### config.mk
export PLATFORM = sky130hd
export DESIGN_NAME = eth_tx_arbiter
export DESIGN_NICKNAME = d
export VERILOG_FILES = /design/src/rtl/eth_tx_arbiter_pkg.sv /design/src/rtl/eth_tx_arbiter.sv
export SDC_FILE = /design/constraint.sdc
export NUM_CORES = 1
export LEC_CHECK = 0
export ABC_AREA = 1
export CAP_MARGIN = 25
export CORE_MARGIN = 10
export CORE_UTILIZATION = 40
export DETAILED_ROUTE_END_ITERATION = 16
export GPL_ROUTABILITY_DRIVEN = 0
export PLACE_DENSITY_LB_ADDON = 0.05
export SKIP_CTS_REPAIR_TIMING = 1
export SLEW_MARGIN = 40
export SYNTH_ARGS = -nofsm -noshare
export SYNTH_HDL_FRONTEND = slang
export SYNTH_SLANG_ARGS = --single-unit
### constraint.sdc
create_clock -name clk -period 5.05 [get_ports clk]
set_input_delay 0.505 -clock clk [delete_from_list [all_inputs] [get_ports clk]]
set_output_delay 0.505 -clock clk [all_outputs]
set_load 0.05 [all_outputs]
### src/rtl/eth_tx_arbiter_pkg.sv
// Shared definitions for the layer-2 transmit arbiter.
//   EthernetBus     : streaming frame bus (start, data_valid, bytes_valid, data, commit, drop)
//   ETHERTYPE_*     : ethertype values attached to each source
//   arb_state_e     : arbiter grant states
//   src_e           : source index (ARP / IPv4)
package eth_tx_arbiter_pkg;

  localparam logic [15:0] ETHERTYPE_ARP  = 16'h0806;
  localparam logic [15:0] ETHERTYPE_IPV4 = 16'h0800;

  // Same field layout as the shared EthernetBus definition used by the MAC framer.
  typedef struct packed {
    logic        start;
    logic        data_valid;
    logic [2:0]  bytes_valid;
    logic [31:0] data;
    logic        commit;
    logic        drop;
  } EthernetBus;

  typedef enum logic [1:0] {
    ST_IDLE       = 2'd0,
    ST_GRANT_ARP  = 2'd1,
    ST_GRANT_IPV4 = 2'd2
  } arb_state_e;

  typedef enum logic {
    SRC_ARP  = 1'b0,
    SRC_IPV4 = 1'b1
  } src_e;

endpackage

### src/rtl/eth_tx_arbiter.sv
// Arbitrates the single layer-2 transmit bus between the ARP responder and
// the IPv4 transmit path. The first source to start owns the bus until its
// commit/drop; colliding frames are discarded and counted; a watchdog
// force-drops frames longer than MAX_FRAME_WORDS.
// Ports:
//   clk, rst_n                        : clock, async active-low reset
//   arp_tx_bus / arp_tx_dst_mac       : ARP source frame + destination MAC
//   ipv4_tx_bus / ipv4_tx_dst_mac     : IPv4 source frame + destination MAC
//   tx_l2_bus / tx_l2_dst_mac         : arbitrated frame, 1 cycle latency
//   tx_l2_ethertype                   : ethertype of the granted source
//   perf_arp_sent / perf_ipv4_sent    : committed frames per source (wrapping)
//   perf_collisions / perf_timeouts   : rejected starts / watchdog drops (wrapping)
module eth_tx_arbiter
  import eth_tx_arbiter_pkg::*;
#(
  parameter int unsigned MAX_FRAME_WORDS = 400
) (
  input  logic        clk,
  input  logic        rst_n,
  input  EthernetBus  arp_tx_bus,
  input  logic [47:0] arp_tx_dst_mac,
  input  EthernetBus  ipv4_tx_bus,
  input  logic [47:0] ipv4_tx_dst_mac,
  output EthernetBus  tx_l2_bus,
  output logic [47:0] tx_l2_dst_mac,
  output logic [15:0] tx_l2_ethertype,
  output logic [31:0] perf_arp_sent,
  output logic [31:0] perf_ipv4_sent,
  output logic [31:0] perf_collisions,
  output logic [31:0] perf_timeouts
);

  localparam logic [15:0] MAX_WORDS = 16'(MAX_FRAME_WORDS);

  arb_state_e  state_q, state_d;
  src_e        last_q, last_d;
  logic        ign_arp_q, ign_arp_d;
  logic        ign_ipv4_q, ign_ipv4_d;
  logic [15:0] word_cnt_q, word_cnt_d;
  EthernetBus  bus_q, bus_d;
  logic [47:0] mac_q, mac_d;
  logic [15:0] ethertype_q, ethertype_d;
  logic [31:0] arp_sent_q, arp_sent_d;
  logic [31:0] ipv4_sent_q, ipv4_sent_d;
  logic [31:0] coll_q, coll_d;
  logic [31:0] tmo_q, tmo_d;

  logic        arp_term, ipv4_term, arp_start, ipv4_start;
  logic        grant_ipv4, g_start, g_term, o_start, at_limit;
  EthernetBus  g_bus;
  src_e        win;
  logic [1:0]  coll_inc;

  always_comb begin
    arp_term   = arp_tx_bus.commit | arp_tx_bus.drop;
    ipv4_term  = ipv4_tx_bus.commit | ipv4_tx_bus.drop;
    // An ignored source's start survives only if its own commit/drop
    // releases the ignore flag in the same cycle.
    arp_start  = arp_tx_bus.start & (~ign_arp_q | arp_term);
    ipv4_start = ipv4_tx_bus.start & (~ign_ipv4_q | ipv4_term);

    grant_ipv4 = (state_q == ST_GRANT_IPV4);
    g_bus      = grant_ipv4 ? ipv4_tx_bus : arp_tx_bus;
    g_start    = grant_ipv4 ? ipv4_start : arp_start;
    o_start    = grant_ipv4 ? arp_start : ipv4_start;
    g_term     = g_bus.commit | g_bus.drop;
    at_limit   = g_bus.data_valid & (word_cnt_q == MAX_WORDS);

    state_d     = state_q;
    last_d      = last_q;
    ign_arp_d   = ign_arp_q & ~arp_term;
    ign_ipv4_d  = ign_ipv4_q & ~ipv4_term;
    word_cnt_d  = word_cnt_q;
    bus_d       = '0;
    mac_d       = mac_q;
    ethertype_d = ethertype_q;
    arp_sent_d  = arp_sent_q;
    ipv4_sent_d = ipv4_sent_q;
    tmo_d       = tmo_q;
    win         = SRC_ARP;
    coll_inc    = '0;

    if (state_q == ST_IDLE) begin
      if (arp_start | ipv4_start) begin
        if (arp_start & ipv4_start) begin
          // Tie: the source not granted last time wins.
          win      = (last_q == SRC_IPV4) ? SRC_ARP : SRC_IPV4;
          coll_inc = 2'd1;
          if (win == SRC_ARP) ign_ipv4_d = 1'b1;
          else                ign_arp_d  = 1'b1;
        end else begin
          win = arp_start ? SRC_ARP : SRC_IPV4;
        end
        state_d     = (win == SRC_ARP) ? ST_GRANT_ARP : ST_GRANT_IPV4;
        last_d      = win;
        word_cnt_d  = '0;
        bus_d.start = 1'b1;
        mac_d       = (win == SRC_ARP) ? arp_tx_dst_mac : ipv4_tx_dst_mac;
        ethertype_d = (win == SRC_ARP) ? ETHERTYPE_ARP : ETHERTYPE_IPV4;
      end
    end else begin
      mac_d = grant_ipv4 ? ipv4_tx_dst_mac : arp_tx_dst_mac;
      if (o_start) begin
        coll_inc = coll_inc + 2'd1;
        if (grant_ipv4) ign_arp_d  = 1'b1;
        else            ign_ipv4_d = 1'b1;
      end
      if (g_term) begin
        state_d = ST_IDLE;
        // Starts are only accepted in IDLE, so a restart on the ending cycle is a collision.
        if (g_start) begin
          coll_inc = coll_inc + 2'd1;
          if (grant_ipv4) ign_ipv4_d = 1'b1;
          else            ign_arp_d  = 1'b1;
        end
        if (at_limit) begin
          bus_d.drop = 1'b1;
          tmo_d      = tmo_q + 32'd1;
        end else begin
          bus_d.data_valid  = g_bus.data_valid;
          bus_d.bytes_valid = g_bus.bytes_valid;
          bus_d.data        = g_bus.data;
          if (g_bus.drop) begin
            bus_d.drop = 1'b1;
          end else begin
            bus_d.commit = 1'b1;
            if (grant_ipv4) ipv4_sent_d = ipv4_sent_q + 32'd1;
            else            arp_sent_d  = arp_sent_q + 32'd1;
          end
        end
      end else if (g_start) begin
        bus_d.start       = 1'b1;
        bus_d.data_valid  = g_bus.data_valid;
        bus_d.bytes_valid = g_bus.bytes_valid;
        bus_d.data        = g_bus.data;
        word_cnt_d        = {15'd0, g_bus.data_valid};
      end else if (at_limit) begin
        bus_d.drop = 1'b1;
        tmo_d      = tmo_q + 32'd1;
        state_d    = ST_IDLE;
        if (grant_ipv4) ign_ipv4_d = 1'b1;
        else            ign_arp_d  = 1'b1;
      end else begin
        bus_d.data_valid  = g_bus.data_valid;
        bus_d.bytes_valid = g_bus.bytes_valid;
        bus_d.data        = g_bus.data;
        if (g_bus.data_valid) word_cnt_d = word_cnt_q + 16'd1;
      end
    end

    coll_d = coll_q + 32'(coll_inc);
  end

  always_ff @(posedge clk or negedge rst_n) begin
    if (!rst_n) begin
      state_q     <= ST_IDLE;
      last_q      <= SRC_IPV4;
      ign_arp_q   <= 1'b0;
      ign_ipv4_q  <= 1'b0;
      word_cnt_q  <= '0;
      bus_q       <= '0;
      mac_q       <= '0;
      ethertype_q <= '0;
      arp_sent_q  <= '0;
      ipv4_sent_q <= '0;
      coll_q      <= '0;
      tmo_q       <= '0;
    end else begin
      state_q     <= state_d;
      last_q      <= last_d;
      ign_arp_q   <= ign_arp_d;
      ign_ipv4_q  <= ign_ipv4_d;
      word_cnt_q  <= word_cnt_d;
      bus_q       <= bus_d;
      mac_q       <= mac_d;
      ethertype_q <= ethertype_d;
      arp_sent_q  <= arp_sent_d;
      ipv4_sent_q <= ipv4_sent_d;
      coll_q      <= coll_d;
      tmo_q       <= tmo_d;
    end
  end

  assign tx_l2_bus       = bus_q;
  assign tx_l2_dst_mac   = mac_q;
  assign tx_l2_ethertype = ethertype_q;
  assign perf_arp_sent   = arp_sent_q;
  assign perf_ipv4_sent  = ipv4_sent_q;
  assign perf_collisions = coll_q;
  assign perf_timeouts   = tmo_q;

endmodule

After elaboration in Yosys (flattened, before gate mapping):

Cells that the tools add are included.

* reduce and logical (&&, ||, !) cells: 9
* add/subtract/negate cells: 6
* muxes and demuxes: 73
* bitwise gates (word level): 20
* equal/unequal tests: 7

Operator list (count)
* $mux W48: 4
* $mux W36: 3
* $add A32 B1 Y32 const B: 3
* $mux W16: 6
* $mux W32: 3
* $mux W38: 2
* $mux W1: 43
* $mux W37: 1
* $add A32 B2 Y32: 1
* $mux W2: 10
* $add A16 B1 Y16 const B: 1
* $eq A16 B9 Y1 const B: 1
* $reduce_and A5 Y1: 2
* $not A1 Y1: 8
* $and A1 B1 Y1: 6
* $ne A2 B1 Y1 const B: 3
* $or A1 B1 Y1: 6
* $reduce_bool A3 Y1: 2
* $reduce_and A2 Y1: 2
* $reduce_and A4 Y1: 1
* $mux W3: 1
* $ne A3 B1 Y1 const B: 1
* $ne A3 B2 Y1 const B: 1
* $reduce_and A3 Y1: 1
* other kinds (3): 3

* output and inout port bits: 231
* register bits: 252
* input port bits: 176
* word-level logic and storage cells: 132

Longest topological paths before layout:

* depth in word-level cells: 11
* gate-level depth with buffers: 22

Least setup slack after synthesis:

Ideal clock, no wire load.

* path kind: input -> register
* from: input port arp_tx_bus[1] (netlist name)
* to: register coll_q[20], in the netlist perf_collisions[20]
* cell stages on the path: 21
* required time: 4.908 ns
* data arrival time: 2.917 ns
* path slack: 1.991 ns
* cell sequence: inv_1 nand3_1 nand2_1 inv_1 nand2_1 o21ai_0 ha_1 nand2_1 nand2_1 o21ai_0 nand2_1 ha_1 inv_1 fa_1 inv_1 nand3_1 nor2_1 nand2_1 nor2_1 nand3b_1 xnor2_1

* longest elaborated chain between the ends: 11

RTL lines
* start, declared: RTL line eth_tx_arbiter.sv:20 `input EthernetBus arp_tx_bus,`
* $or A1 B1 Y1: RTL line eth_tx_arbiter.sv:55 `arp_term = arp_tx_bus.commit | arp_tx_bus.drop;`
* $or A1 B1 Y1: RTL line eth_tx_arbiter.sv:59 `arp_start = arp_tx_bus.start & (~ign_arp_q | arp_term);`
* $and A1 B1 Y1: RTL line eth_tx_arbiter.sv:59
* $mux W1: RTL line eth_tx_arbiter.sv:65 `o_start = grant_ipv4 ? arp_start : ipv4_start;`
* $mux W1: RTL line eth_tx_arbiter.sv:103 `if (o_start) begin`
* $mux W2: RTL line eth_tx_arbiter.sv:83 `if (state_q == ST_IDLE) begin`
* $add A2 B1 Y2: RTL line eth_tx_arbiter.sv:112 `coll_inc = coll_inc + 2'd1;`
* $mux W2: RTL line eth_tx_arbiter.sv:111 `if (g_start) begin`
* $mux W2: RTL line eth_tx_arbiter.sv:108 `if (g_term) begin`
* $mux W2 *: RTL line eth_tx_arbiter.sv:83
* $add A32 B2 Y32 *: RTL line eth_tx_arbiter.sv:151 `coll_d = coll_q + 32'(coll_inc);`
* named net coll_d[20]: RTL line eth_tx_arbiter.sv:45 `logic [31:0] coll_q, coll_d;`
* end signal, assigned: RTL line eth_tx_arbiter.sv:179 `coll_q <= coll_d;`
* end, declared: RTL line eth_tx_arbiter.sv:45

The timed path passes the listed nets; every way through them passes the cells marked *. The select of a mux whose other input is x is not followed.
A chain may end at the register's enable or synchronous reset.

Worst setup path in the final report:

* from: register state_q[0]
* to: register coll_q[20], in the netlist perf_collisions[20]

* longest elaborated chain between the ends: 9

RTL lines
* start, declared: RTL line eth_tx_arbiter.sv:35 `arb_state_e state_q, state_d;`
* start signal, assigned: RTL line eth_tx_arbiter.sv:169 `state_q <= state_d;`
* $eq A2 B2 Y1: RTL line eth_tx_arbiter.sv:62 `grant_ipv4 = (state_q == ST_GRANT_IPV4);`
* $mux W1: RTL line eth_tx_arbiter.sv:65
* $mux W1: RTL line eth_tx_arbiter.sv:103
* $mux W2: RTL line eth_tx_arbiter.sv:83
* $add A2 B1 Y2: RTL line eth_tx_arbiter.sv:112
* $mux W2: RTL line eth_tx_arbiter.sv:111
* $mux W2: RTL line eth_tx_arbiter.sv:108
* $mux W2 *: RTL line eth_tx_arbiter.sv:83
* $add A32 B2 Y32 *: RTL line eth_tx_arbiter.sv:151
* named net coll_d[20]: RTL line eth_tx_arbiter.sv:45

Marks and branches as above.

==> results.ini <==
[cts]
htreeDepth = 1
cts_root_buf = clkbuf_16
clk_latency_ps = 550
cts_sinks = 238
clock_path_buffers = 3
path_clk_slew_ps = 50
numCtsBuffers = 30
cts_tree = built

[layout]
final_cell_count_no_fill = 2812
fillCellCount = 3210
nNetsFinal = 2531
regArea_um2 = 5960
multi_input_area_um2 = 6900
area_growth_syn_to_layout_pct = 38.5
final_layout_size_suffix_gt1_share_pct = 3.51

[power_and_ir_drop]
switching_share_pct = 46.0
p_int_w = 0.00487
max-vdd-ir-drop_uv = 309
pwr-share-seq_pct = 29.6
power.density_nw_per_um2 = 478
power_switching_w = 0.00415
leakage_nw = 8.75
share_clk_of_total_power_pct = 22.7
finalPower_w = 0.00902
p_comb_share_pct = 47.7

[worst_setup_path]
start_kind = register
crit_family = simple AND/OR/NAND/NOR gates
crit_path_max_fanout = 23
crit_type = reg -> reg
worstPathRequired_ps = 5460
crit_top_cell = nand2_1
slowest_stage = nor2_4
slowest_delay_ps = 470
worst_ep_arrival_time_ps = 3960
path_cells = nor2_4 -> buf_4 -> nand2_1 -> nand2_1 -> nand3_2 -> nand2_1 -> o21ai_0 -> nand2_1 -> ha_1 -> inv_1 -> fa_1 -> inv_1 -> nand3_1 -> nor2_1 -> nand2_1 -> nor2_1 -> nand3b_1 -> xnor2_1
crit_buf_inv = 3
endpoint_kind = register

[yosys]
synth_area_leaders = dfrtp_1 44%, nand2_1 26%, nor2_1 5.9%
avgSynthCellArea_um2 = 6.92
yosysTopAreaCellShare_pct = 43.6
synthesis.area_um2 = 13600
synth-compound-area-share_pct = 3.73
synth_area_leader_cell = dfrtp_1
synth-simple-area-share_pct = 40.2
yosys.area_share.xor_xnor_pct = 5.40
synth-async-reset-ratio_pct = 100
synth_ff_type = dfrtp_1
yosysSeqAreaShare_pct = 43.8
ys_ff_latch = 238
ys_types = 34
synth_top_family_by_area = simple AND/OR/NAND/NOR gates
synth_edf_count = 0
synth_adder_area_share_pct = 0.882
synth_cells = 1968
synth_warnings = 0
muxShareOfSynthArea_pct = 0

[detailed_routing]
firstDrtPassIters = 5
final_antenna_net_count = 0
vias_per_cell = 4.86
wl_per_cell_um = 17.5
vias = 13700
drc = 0
wl_um = 49300
drt_iter0_markers = 759

[global_routing]
grt_pass1_wl_um = 77300
overflow = 0
grt_max_degree = 78
grt_pass1_vias = 13700
antenna_found_initial = 1
grtUsageTotal_pct = 23.0

[sta]
setup-violations-final = 0
rsz0062_at_grt = no
fin_crit_ps = 3550
setup_tns_ps = 0
fmax_ghz = 0.282
fin_worst_skew_ps = 11.2
fin_crit_sh_pct = 70.2
relSlewSlack_pct = 45.8
hold_viol = 0
drv_slew = 0
worst_pin_slew_ps = 810

[flow_run]
maxCapViolCount = 0

[floorplan]
rows = 67
core_area_um2 = 33500
dieArea_um2 = 41800
ios = 407
start_util_pct = 40.6
fp.dieW_um = 204
die_h_um = 204

[place]
hpwl_um = 38300
port_buffers = 393
dp.cells = 2761

[worst_hold_path]
hold_path.class = reg -> reg

[status]
outcome = finished clean

[cell families (layout without fill, tap and decap cells)]
kind of cell / Yosys count / in the layout
AND/OR/NAND/NOR: 1357 / 1357
flip-flops: 238 / 238
other: 1 / 14
buffers and inverters: 185 / 568
AO/OA/AOI/OAI: 94 / 94
adder cells (fa/ha/maj): 9 / 9
XOR/XNOR: 84 / 84
[layout make-up]
cell class,instances,share of cell area (%)
Antenna cell,1,0.0133
Timing Repair Buffer,406,21.6
Multi-Input combinational cell,1557,36.6
Clock buffer,47,4.96
Clock inverter,2,0.0531
Sequential cell,238,31.6
Inverter,113,2.25
Tap cell,448,2.97
[sequential cells by signal (all words and copies together), names as in the netlist]
register	count
perf_ipv4_sent	32
word_cnt_q	16
tx_l2_ethertype	2
perf_arp_sent	32
ign_ipv4_q	1
perf_timeouts	32
perf_collisions	32
last_q	1
tx_l2_bus	39
tx_l2_dst_mac	48
state_q	2
ign_arp_q	1
[Yosys cell counts, types with 2 or more instances]
master / n
nor3b_1: 2
nand3b_1: 23
nor2_2: 2
nor3_1: 28
dfrtp_1: 237
buf_4: 17
o21ai_2: 2
o21ai_1: 23
inv_1: 105
a21boi_0: 10
nand2_2: 7
ha_1: 8
nor2_1: 213
buf_6: 4
nand4_1: 17
inv_2: 7
clkbuf_1: 26
o21ai_0: 18
a21oi_1: 39
xor2_1: 48
buf_2: 25
xnor2_1: 36
nand3_1: 122
nand3_2: 3
nand2_1: 937
[stage by stage]
stage	cell area, um2	setup slack (ps)	utilization (%)	hold WS [ps]
after floorplan	13700	1990	-	209
after global placement	17900	1210	53.3	459
after detailed placement	17900	1180	53.4	457
after CTS	18800	1530	56.2	-109
after global routing	18900	1100	56.2	497
final	18900	1500	56.2	472
[routing by layer]
layer	vias to the layer above	GRT usage (%)	routed length [um]
met2	400	39.7	24100
li1	6855	-	-
met5	-	0	0
met4	0	4.31	775
met1	6369	28.4	20700
met3	47	6.14	3720
[worst reg2reg max path, stage by stage (launching register included)]
cell and delay (ps):
dfrtp_1 450, nor2_4 470, buf_4 360, nand2_1 80
nand2_1 100, nand3_2 120, nand2_1 80, o21ai_0 70
nand2_1 80, ha_1 150, inv_1 50, fa_1 420
inv_1 80, nand3_1 150, nor2_1 270, nand2_1 130
nor2_1 110, nand3b_1 100, xnor2_1 150
[cell usage in the layout, fill, tap and decap left out, types with 2 or more instances in the layout]
cell	n
buf_4	10
nor3b_1	2
nand2_2	8
clkdlybuf4s50_1	392
nand3_1	121
nand2_1	936
inv_1	105
clkbuf_1	6
a21boi_0	10
o21ai_2	2
dfrtp_1	237
xor2_1	48
nand4_1	17
clkbuf_16	31
clkbuf_8	10
ha_1	8
a21oi_1	39
nor2_1	213
nand3b_1	23
o21ai_1	23
nor3_1	28
nor2_4	2
inv_2	7
clkinv_2	2
nand3_2	4
o21ai_0	18
conb_1	13
xnor2_1	36
[power groups by stage]
stage	Clock (W)	Combinational, W	Sequential, W
after floorplan	0	0.00131	0.00409
after global placement	0	0.00432	0.00268
after detailed placement	0	0.00433	0.00269
after CTS	0.00210	0.00434	0.00267
after global routing	0.00218	0.00460	0.00273
final	0.00205	0.00430	0.00267
[worst paths after layout]
path,cells past startpoint,from,endpoint,slack (ps)
setup / recovery,18,state_q[0],perf_collisions[20],1500
hold / removal,1,tx_l2_ethertype[11],tx_l2_ethertype[11],470
setup reg to reg,18,state_q[0],perf_collisions[20],1500
hold reg to reg,1,tx_l2_ethertype[11],tx_l2_ethertype[11],470
max in group asynchronous,4,rst_n,perf_collisions[23],3200
min in group asynchronous,2,rst_n,perf_ipv4_sent[3],490
No activity file was read; power rests on OpenSTA's default activity.
